`src/rtl/clock_period_meter_pkg.sv`:
```
// Shared definitions for the clock period meter: FSM encodings and default counter width.
package clock_period_meter_pkg;

  typedef enum logic [1:0] {
    ST_IDLE  = 2'd0,
    ST_MEAS  = 2'd1,
    ST_STALL = 2'd2
  } state_t;

  localparam int CNT_W_DEF = 18;

endpackage

```
`src/rtl/sync_edge_detect.sv`:
```
// Three-flop synchronizer for an asynchronous input with rise/fall strobes and the synchronized level.
module sync_edge_detect (
  input  logic clk,
  input  logic clr,
  input  logic d,
  output logic rise,
  output logic fall,
  output logic level
);

  logic s1, s2, s3;

  always_ff @(posedge clk or posedge clr) begin
    if (clr) begin
      s1 <= 1'b0;
      s2 <= 1'b0;
      s3 <= 1'b0;
    end else begin
      s1 <= d;
      s2 <= s1;
      s3 <= s2;
    end
  end

  assign rise  = s2 & ~s3;
  assign fall  = ~s2 & s3;
  assign level = s2;

endmodule

```
`src/rtl/clock_period_meter.sv`:
```
// Measures the period of a slow asynchronous input in clk cycles; flags a stalled input.
// Optional CLKMETER_DUTY_EN adds high_time (cycles high within the last period).
//
// state    | meaning
// ---------+-------------------------------------------
// ST_IDLE  | after reset, waiting for the anchor edge
// ST_MEAS  | counting cycles since the last rise
// ST_STALL | counter saturated with no rise seen
module clock_period_meter
  import clock_period_meter_pkg::*;
#(
  parameter int CNT_W = CNT_W_DEF
) (
  input  logic             clk,
  input  logic             clr,
  input  logic             slow_in,
  output logic [CNT_W-1:0] period,
  output logic             period_vld,
  output logic             period_ok,
  output logic             stalled
`ifdef CLKMETER_DUTY_EN
  ,
  output logic [CNT_W-1:0] high_time
`endif
);

  localparam logic [CNT_W-1:0] CNT_MAX = {CNT_W{1'b1}};
  localparam logic [CNT_W-1:0] CNT_ONE = {{(CNT_W-1){1'b0}}, 1'b1};

  state_t           state;
  logic [CNT_W-1:0] cnt;
  logic             rise, fall, level;

  sync_edge_detect u_sync (
    .clk   (clk),
    .clr   (clr),
    .d     (slow_in),
    .rise  (rise),
    .fall  (fall),
    .level (level)
  );

`ifdef CLKMETER_DUTY_EN
  logic [CNT_W-1:0] hi_lat;
  // fell marks that hi_lat belongs to the current period; otherwise the input stayed high throughout
  logic             fell;
  logic             unused_sync;
  assign unused_sync = level;
`else
  logic unused_sync;
  assign unused_sync = fall ^ level;
`endif

  always_ff @(posedge clk or posedge clr) begin
    if (clr) begin
      state      <= ST_IDLE;
      cnt        <= '0;
      period     <= '0;
      period_vld <= 1'b0;
      period_ok  <= 1'b0;
      stalled    <= 1'b0;
`ifdef CLKMETER_DUTY_EN
      hi_lat     <= '0;
      fell       <= 1'b0;
      high_time  <= '0;
`endif
    end else begin
      period_vld <= 1'b0;
      case (state)
        ST_IDLE: begin
          if (rise) begin
            cnt   <= CNT_ONE;
            state <= ST_MEAS;
`ifdef CLKMETER_DUTY_EN
            fell  <= 1'b0;
`endif
          end else begin
            cnt <= '0;
          end
        end
        ST_MEAS: begin
          // a rise on the saturation cycle still publishes, so it is checked first
          if (rise) begin
            period     <= cnt;
            period_vld <= 1'b1;
            period_ok  <= 1'b1;
            cnt        <= CNT_ONE;
`ifdef CLKMETER_DUTY_EN
            high_time  <= fell ? hi_lat : cnt;
            fell       <= 1'b0;
`endif
          end else begin
            if (cnt == CNT_MAX) begin
              state     <= ST_STALL;
              stalled   <= 1'b1;
              period_ok <= 1'b0;
            end else begin
              cnt <= cnt + 1'b1;
            end
`ifdef CLKMETER_DUTY_EN
            if (fall) begin
              hi_lat <= cnt;
              fell   <= 1'b1;
            end
`endif
          end
        end
        ST_STALL: begin
          if (rise) begin
            stalled <= 1'b0;
            cnt     <= CNT_ONE;
            state   <= ST_MEAS;
`ifdef CLKMETER_DUTY_EN
            fell    <= 1'b0;
`endif
          end
        end
        default: state <= ST_IDLE;
      endcase
    end
  end

endmodule

```
`config.mk`:
```
export PLATFORM = sky130hd
export DESIGN_NAME = clock_period_meter
export DESIGN_NICKNAME = d
export VERILOG_FILES = /design/src/rtl/clock_period_meter_pkg.sv /design/src/rtl/sync_edge_detect.sv /design/src/rtl/clock_period_meter.sv
export SDC_FILE = /design/constraint.sdc
export NUM_CORES = 1
export LEC_CHECK = 0
export ABC_AREA = 1
export CAP_MARGIN = 20
export CORE_UTILIZATION = 30
export CTS_BUF_LIST = sky130_fd_sc_hd__clkbuf_4 sky130_fd_sc_hd__clkbuf_8
export CTS_CLUSTER_DIAMETER = 100
export DETAILED_ROUTE_END_ITERATION = 6
export PLACE_DENSITY_LB_ADDON = 0.25
export SETUP_SLACK_MARGIN = 0.3
export SYNTH_ARGS = -nofsm -noshare
export SYNTH_HDL_FRONTEND = slang
export SYNTH_HIERARCHICAL = 1
export SYNTH_SLANG_ARGS = --single-unit
```
`constraint.sdc`:
```
create_clock -name clk -period 1.8 [get_ports clk]
set_input_delay 0.27 -clock clk [delete_from_list [all_inputs] [get_ports clk]]
set_output_delay 0.27 -clock clk [all_outputs]
set_load 0.005 [all_outputs]
```
; ---- After elaboration in Yosys (flattened, before gate mapping)
; Cells that the tools add are included.
[classes]
n_reduce_logical = 10
eq_ne = 8
muxes = 17
add_sub_neg = 1
bitwise_logic = 2
[ops]
columns = op, n
row1 = $mux W18, 3
row2 = $pmux W18 S3, 1
row3 = $add A18 B1 Y18 const B, 1
row4 = $eq A18 B18 Y1 const B, 1
row5 = $mux W1, 8
row6 = $mux W2, 3
row7 = $ne A2 B2 Y1 const B, 3
row8 = $reduce_and A3 Y1, 2
row9 = $pmux W2 S2, 1
row10 = $reduce_and A2 Y1, 2
row11 = $reduce_and A4 Y1, 1
row12 = $reduce_bool A2 Y1, 2
row13 = $ne A3 B3 Y1 const B, 1
row14 = $reduce_bool A3 Y1, 1
row15 = $eq A2 B1 Y1 const B, 1
row16 = $eq A2 B2 Y1 const B, 1
row17 = $logic_not A2 Y1, 1
row18 = $ne A2 B1 Y1 const B, 1
row19 = $pmux W1 S2, 1
row20 = $reduce_or A2 Y1, 1
row21 = $and A1 B1 Y1, 1
row22 = $not A1 Y1, 1
[word_totals]
wordCells = 47
ff_bits = 44
in_bits = 3

; ---- Logic depth before layout (Yosys ltp)
[depth]
depth_word = 4
depth_mapped = 10
ltp_nobuf = 10

; ---- Modules after synthesis
; Netlist, hierarchy kept.
[by_module_without_submodules]
columns = mod, cells_per_inst, n_inst, area_per_inst_um2
row1 = clock_period_meter, 284, 1, 2224.6
row2 = sync_edge_detect, 8, 1, 93.8

; ---- Least setup slack after synthesis
; No wires, ideal clock.
[synth_timing]
kind = reg2reg
startpoint = register state[0]
endpoint = register cnt[13]
setup_slack_ps = 188
setup_ps = 74
synth_period_minus_slack_ps = 1612
path_buffers = 1
path_stages_with_launch = 8
arrival_ps = 1538
path_cell_list = dfrtp_1 > inv_1 > ha_1 > inv_1 > nor2_1 > buf_2 > nand3_1 > o21ai_2
[synth_via]
elab_chain_cells = 3
[synth_lines]
columns = item, line
row1 = start: declaration, clock_period_meter.sv:30  ; state_t state;
row2 = start signal: assignment, clock_period_meter.sv:56  ; state <= ST_IDLE;
row3 = start signal: assignment, clock_period_meter.sv:73  ; state <= ST_MEAS;
row4 = start signal: assignment, clock_period_meter.sv:94  ; state <= ST_STALL;
row5 = "$eq A2 B1 Y1, or another cell as far along", clock_period_meter.sv:69  ; case (state)
row6 = "$ne A3 B3 Y1 (no line), or another cell as far along", -
row7 = $reduce_and A3 Y1 (no line), -
row8 = end signal: assignment, clock_period_meter.sv:98  ; cnt <= cnt + 1'b1;
row9 = end: declaration, clock_period_meter.sv:31  ; logic [CNT_W-1:0] cnt;
; Parallel ways exist; a longest one is shown, timed or not.
; A chain may end at the register's enable or synchronous reset.

; ---- Worst setup path in the final report
[layout_timing]
startpoint = register cnt[0]
endpoint = register cnt[13]
[layout_via]
elab_chain_cells = 4
[layout_lines]
columns = item, line
row1 = $add A18 B1 Y18, clock_period_meter.sv:98
row2 = $mux W18, clock_period_meter.sv:93  ; if (cnt == CNT_MAX) begin
row3 = $mux W18, clock_period_meter.sv:83  ; if (rise) begin
row4 = $pmux W18 S3, clock_period_meter.sv:69
; Parallel ways exist; a longest one is shown, timed or not. The select of a mux whose other input is x is not followed.

==> out/results.ini <==
[clock_network]
cts_inserted_buffers=5
root_buffer=clkbuf_8
clk_path_buf_depth=2
cts_max_level=2
insertion_delay_ns=0.30
clkSinkCount=44
clkTransAtPathRegs_ns=0.09
cts_tree=done

[detailed_routing]
final_antenna_net_count=0
drc=0
wl_per_cell_um=12.7
vias=2058
vias_per_cell=4.61
first_pass_iters=4
drt_wl_total_um=5650
drt_iter0_markers=174

[timing]
setup-violations-final=0
max_slew_margin=0.715
hold_viol_final=0
setup_tns_ns=0
slew_violations=0
tightest_slew_ns=0.426
hold_ws_ns=0.148
post-route-min-period_ns=1.65
fmax_mhz=607
min_period_over_period=0.915
fin_skew_ns=0.0103
rsz0062_at_grt=yes

[grt]
grt_pass1_wl_um=9670
antenna_found_initial=0
grt_pass1_vias=2074
grt_max_degree=42
overflow=0
grt_use_total=0.148

[placed_design]
hpwlAfterDp_um=3830
gp_congestion=0.781
port_buffers=23

[floorplanning]
num_rows=31
pin_count=24
core_um2=7330
fp.dieW_um=89.8
dieArea_um2=8060
start_util=0.315
fp.dieH_um=89.8

[setup_path]
cp_max_fo=7
cp.arrival_ns=1.89
cp.required_ns=2.04
cp-end-kind=flip-flop
crit_type=reg -> reg
start_kind=flip-flop

[layout]
area_growth_pct=39.1
diodes=0
final_nets=355
layout-drive-gt1-share=0.282
fillCellCount=708

[synthesis]
avgSynthCellArea_um2=7.97
synth_area_um2=2310
postSynthCellCount=290
syn_nets=299
ys.warnings.count=6

[power]
peakVddDrop_v=0.000624
powerDensity_nw_per_um2=760
leakage_uw=0.00147

[run]
drv_cap=0

[min_path]
min_path_type=in -> async

[status]
outcome=finished, final reports clean

[where the power goes]
group          total, uW  internal, uW  switching (uW)  leakage, uW
clock network        787           418             369    0.0000548
logic                579           253             326     0.000819
registers           1080          1040            35.0     0.000594
[worst paths after layout]
kind,from,to,slack [ns],cells after the start
max,cnt[0]$_DFFE_PP0P_,cnt[13]$_DFFE_PP0P_,0.15,10
min in group clk,u_sync/s1$_DFF_PP0_,u_sync/level$_DFF_PP0_,0.37,0
min reg2reg,u_sync/s1$_DFF_PP0_,u_sync/level$_DFF_PP0_,0.37,0
max in group asynchronous,clr,cnt[12]$_DFFE_PP0P_,1.23,3
max reg2reg,cnt[0]$_DFFE_PP0P_,cnt[13]$_DFFE_PP0P_,0.15,10
min,clr,u_sync/s1$_DFF_PP0_,0.15,2
[routing by layer]
layer	vias up	part of all wire	GRT usage	wire length (um)
li1	1033	-	-	-
met5	-	0	0	0
met1	964	0.48	0.202	2730
met3	11	0.040	0.0288	227
met2	50	0.46	0.238	2590
met4	0	0.019	0.0451	106
[flip-flops by register name, summed over array words and instances, names as in the netlist]
name and cells:
u_sync/level 1, cnt 18, stalled 1, period 18, u_sync/s3 1, u_sync/s1 1
period_ok 1, period_vld 1, state 2
[through the flow]
| stage | total power, uW | utilization | setup slack (ns) | area (um2) | instances |
|---|---|---|---|---|---|
| final | 2440 | 0.439 | 0.153 | 3220 | 446 |
| after global routing | 2590 | 0.439 | 0.0647 | 3220 | 446 |
| after CTS | 2420 | 0.414 | 0.204 | 3030 | 439 |
| after detailed placement | 1590 | 0.377 | 0.0744 | 2760 | 419 |
| after global placement | 1580 | 0.377 | 0.136 | 2760 | 419 |
| after floorplan | 1390 | - | 0.281 | 2320 | 290 |
[critical path, stage by stage (launching register included)]
cell	delay [ns]
dfrtp_1	0.37
ha_2	0.20
nand2_2	0.08
nor2_4	0.15
nand2_4	0.08
nor2_4	0.11
nand4_4	0.16
nand2_8	0.16
clkbuf_16	0.17
nand2_2	0.05
o21ai_2	0.04
[what timing repair did]
action | 4_1_cts | 5_1_grt
endpoints found under the setup margin | 25 | 39
cloned | 0 | 3
pin swaps | 5 | 10
buffers inserted | 12 | 4
hold buffers | 0 | 0
gates resized for setup | 15 | 31
[cell type report]
class	instances	area (um2)	share of cell area
clock buffers	5	68.8	0.0214
clock inverters	3	46.3	0.0144
inverters	31	119	0.0370
multi-input cells	209	1180	0.367
flip-flops and latches	44	1100	0.343
well taps	99	124	0.0385
repair buffers	55	574	0.179
[placed cells by master, fill, tap and decap left out, drive strengths merged]
| cell | instances |
|---|---|
| a21oi | 1 |
| buf | 30 |
| bufinv | 1 |
| clkbuf | 7 |
| clkdlybuf4s50 | 23 |
| clkinvlp | 1 |
| dfrtp | 44 |
| ha | 6 |
| inv | 32 |
| nand2 | 103 |
| nand3 | 21 |
| nand4 | 4 |
| nor2 | 26 |
| nor3 | 1 |
| o21ai | 41 |
| o22ai | 1 |
| o31ai | 1 |
| or2 | 1 |
| xor2 | 3 |
No activity file was read; power rests on OpenSTA's default activity.
==> RTL change, RTL diff (config.mk and constraints unchanged) <==
Set the package constant `CNT_W_DEF` to 36 (it was 18).
--- a/src/rtl/clock_period_meter_pkg.sv
+++ b/src/rtl/clock_period_meter_pkg.sv
@@ -9,3 +9,3 @@
 
-  localparam int CNT_W_DEF = 18;
+  localparam int CNT_W_DEF = 36;
 
Interface: changed (resized period); port bits go from 24 to 42. The function was not compared with the original's and may differ.
==> RTL change against the unedited design <==
- sequential power up 81%
- worst hold slack worse by 0.028 ns
- clock skew grew 0.0047 ns
- maximum frequency down 9.1%
- sequential share of layout area is 1.8 points lower
- the flow now finishes with violations (negative setup slack)
- setup slack got worse by 0.17 ns
- first-iteration DRC count grew 73%
- wire length is 150% higher
- combinational power grew to 3.9 times the old value
- critical path type unchanged
- cell area is 93% higher
- sequential cell count increased by 36
- total power up 130%
- via count grew 120%
- synthesized area rose by 90%
==> RTL change: results (changes against the unedited design) <==
- Final GP Congestion: 0.8957 (+15%)
- 1st-pass router iterations: 5 (+1)
- Slew Limit Headroom: 68.40% (-3.1 points)
- Synth Warn #: 6 (unchanged)
- DP Worst Slack: -0.06958 ns (-0.1439 ns)
- CP startpoint kind: flip-flop
- HPWL after detailed placement: 9483 microns (+150%)
- Hold Crit Class: input pin to async pin
- Clock slew seen by the registers of the worst setup and hold paths: 0.09 ns (about the same)
- Power per cell area: 926.2 nW/um^2 (+22%)
- Clock Tree Buf Depth: 2 (unchanged)
- Largest net degree at the start of global routing: 78 (+86%)
- Final setup violation count: 4 (+4)
- Crit Path Max Fanout: 6 (-1)
- Biggest regs: cnt x36, period x36, state x2
- Critical R2R Launch: cnt[0]
- Final setup margin: -0.01181 ns (-0.1653 ns)
- TritonCTS buffer count: 9 (+4)
- WL final: 14010 microns (+150%)
- Failing checks: negative setup slack
- Vias per cell: 4.756 (+3.1%)
- PortBufs: 41 (+78%)
- Vias in the first global route: 4325 (+110%)
- Clock Root Buffer: clkbuf_8
- Post-synth net total: 644 (+120%)
- Layout cell share with drive strength beyond 1: 23.71% (-4.5 points)
- Maximum VDD drop: 0.0005103 V (-18%)
- CTS HTree Levels: 3 (+1)
- GRT Util Overall: 19.00% (+4.2 points)
- Total Nets Final: 759 (+110%)
- Reg2Reg Depth: 10 (unchanged)
- WP data arrival: 2.13 ns (+0.24 ns)
- Global-route wire length before repair: 21760 microns (+120%)
- Initial antenna violation count: 0 (unchanged)
- Clk_lat worst skew: 0.39 ns (+0.09 ns)
- Worst setup path end: cnt[35]
- Max-cap violations: 0 (unchanged)
- Worst Skew: 0.01497 ns (+0.004683 ns)
- Outcome: finished with violations
- Leakage power: 3.109 nW (+110%)
- ANT cells: 0 (unchanged)
- Number of DRC markers in iteration 0: 301 (+73%)
==> RTL change: worst max-delay path: stages, from the launching register on <==
cell and delay [ns]:
dfrtp_2 0.43, ha_4 0.16, nand2_4 0.06, nor2_4 0.13, nand3_4 0.12, nor3_4 0.17
nand4_4 0.18, nand2_8 0.18, clkbuf_16 0.19, nand2_1 0.05, nand2_1 0.06
==> RTL change: routing by layer <==
metal / track usage, % / up-vias / part of all wire, %
li1: - / 2212 / -
met1: 25.39 / 2109 / 47
met2: 30.17 / 109 / 47
met3: 3.090 / 17 / 4.5
met4: 8.434 / 0 / 2.1
met5: 0 / - / 0
==> RTL change: where the power goes <==
part	internal [mW]	leakage (nW)	total [mW]	switching [mW]
sequential	1.88	1.09	1.95	0.0691
clock	0.832	0.109	1.53	0.697
combinational	0.892	1.91	2.26	1.37
==> RTL change: stage by stage <==
stage	setup TNS (ns)	cells	cell area (sq um)	hold slack, ns
after floorplan	0	635	4471	0.02364
after global placement	-0.4018	884	5386	0.3338
after detailed placement	-0.5226	884	5386	0.3379
after CTS	0	922	5759	0.1012
after global routing	-2.358	935	6191	0.1337
final	-0.01897	935	6191	0.1200
==> RTL change: layout make-up <==
class | count | area [sq um]
sequential | 80 | 2011
timing repair buffer | 122 | 1112
fill | 1464 | 7905
multi-input combinational | 484 | 2415
tap | 180 | 225.2
inverter | 53 | 202.7
clock buffer | 11 | 145.1
clock inverter | 5 | 80.08
==> RTL change: worst min-delay path by stage <==
stage,from,end,slack (ns)
after floorplan,clr,u_sync/level,0.02
after global placement,u_sync/s1,u_sync/level,0.33
after detailed placement,u_sync/s1,u_sync/level,0.34
after CTS,clr,u_sync/s1,0.10
after global routing,clr,u_sync/s1,0.13
final,clr,u_sync/s1,0.12
==> RTL change: timing repair <==
| action | 4_1_cts | 5_1_grt |
|---|---|---|
| setup buffers | 22 | 8 |
| pin swaps | 2 | 19 |
| resized for setup | 48 | 80 |
| setup endpoints to repair | 78 | 41 |
| cloned | 0 | 5 |
| hold buffers | 0 | 0 |
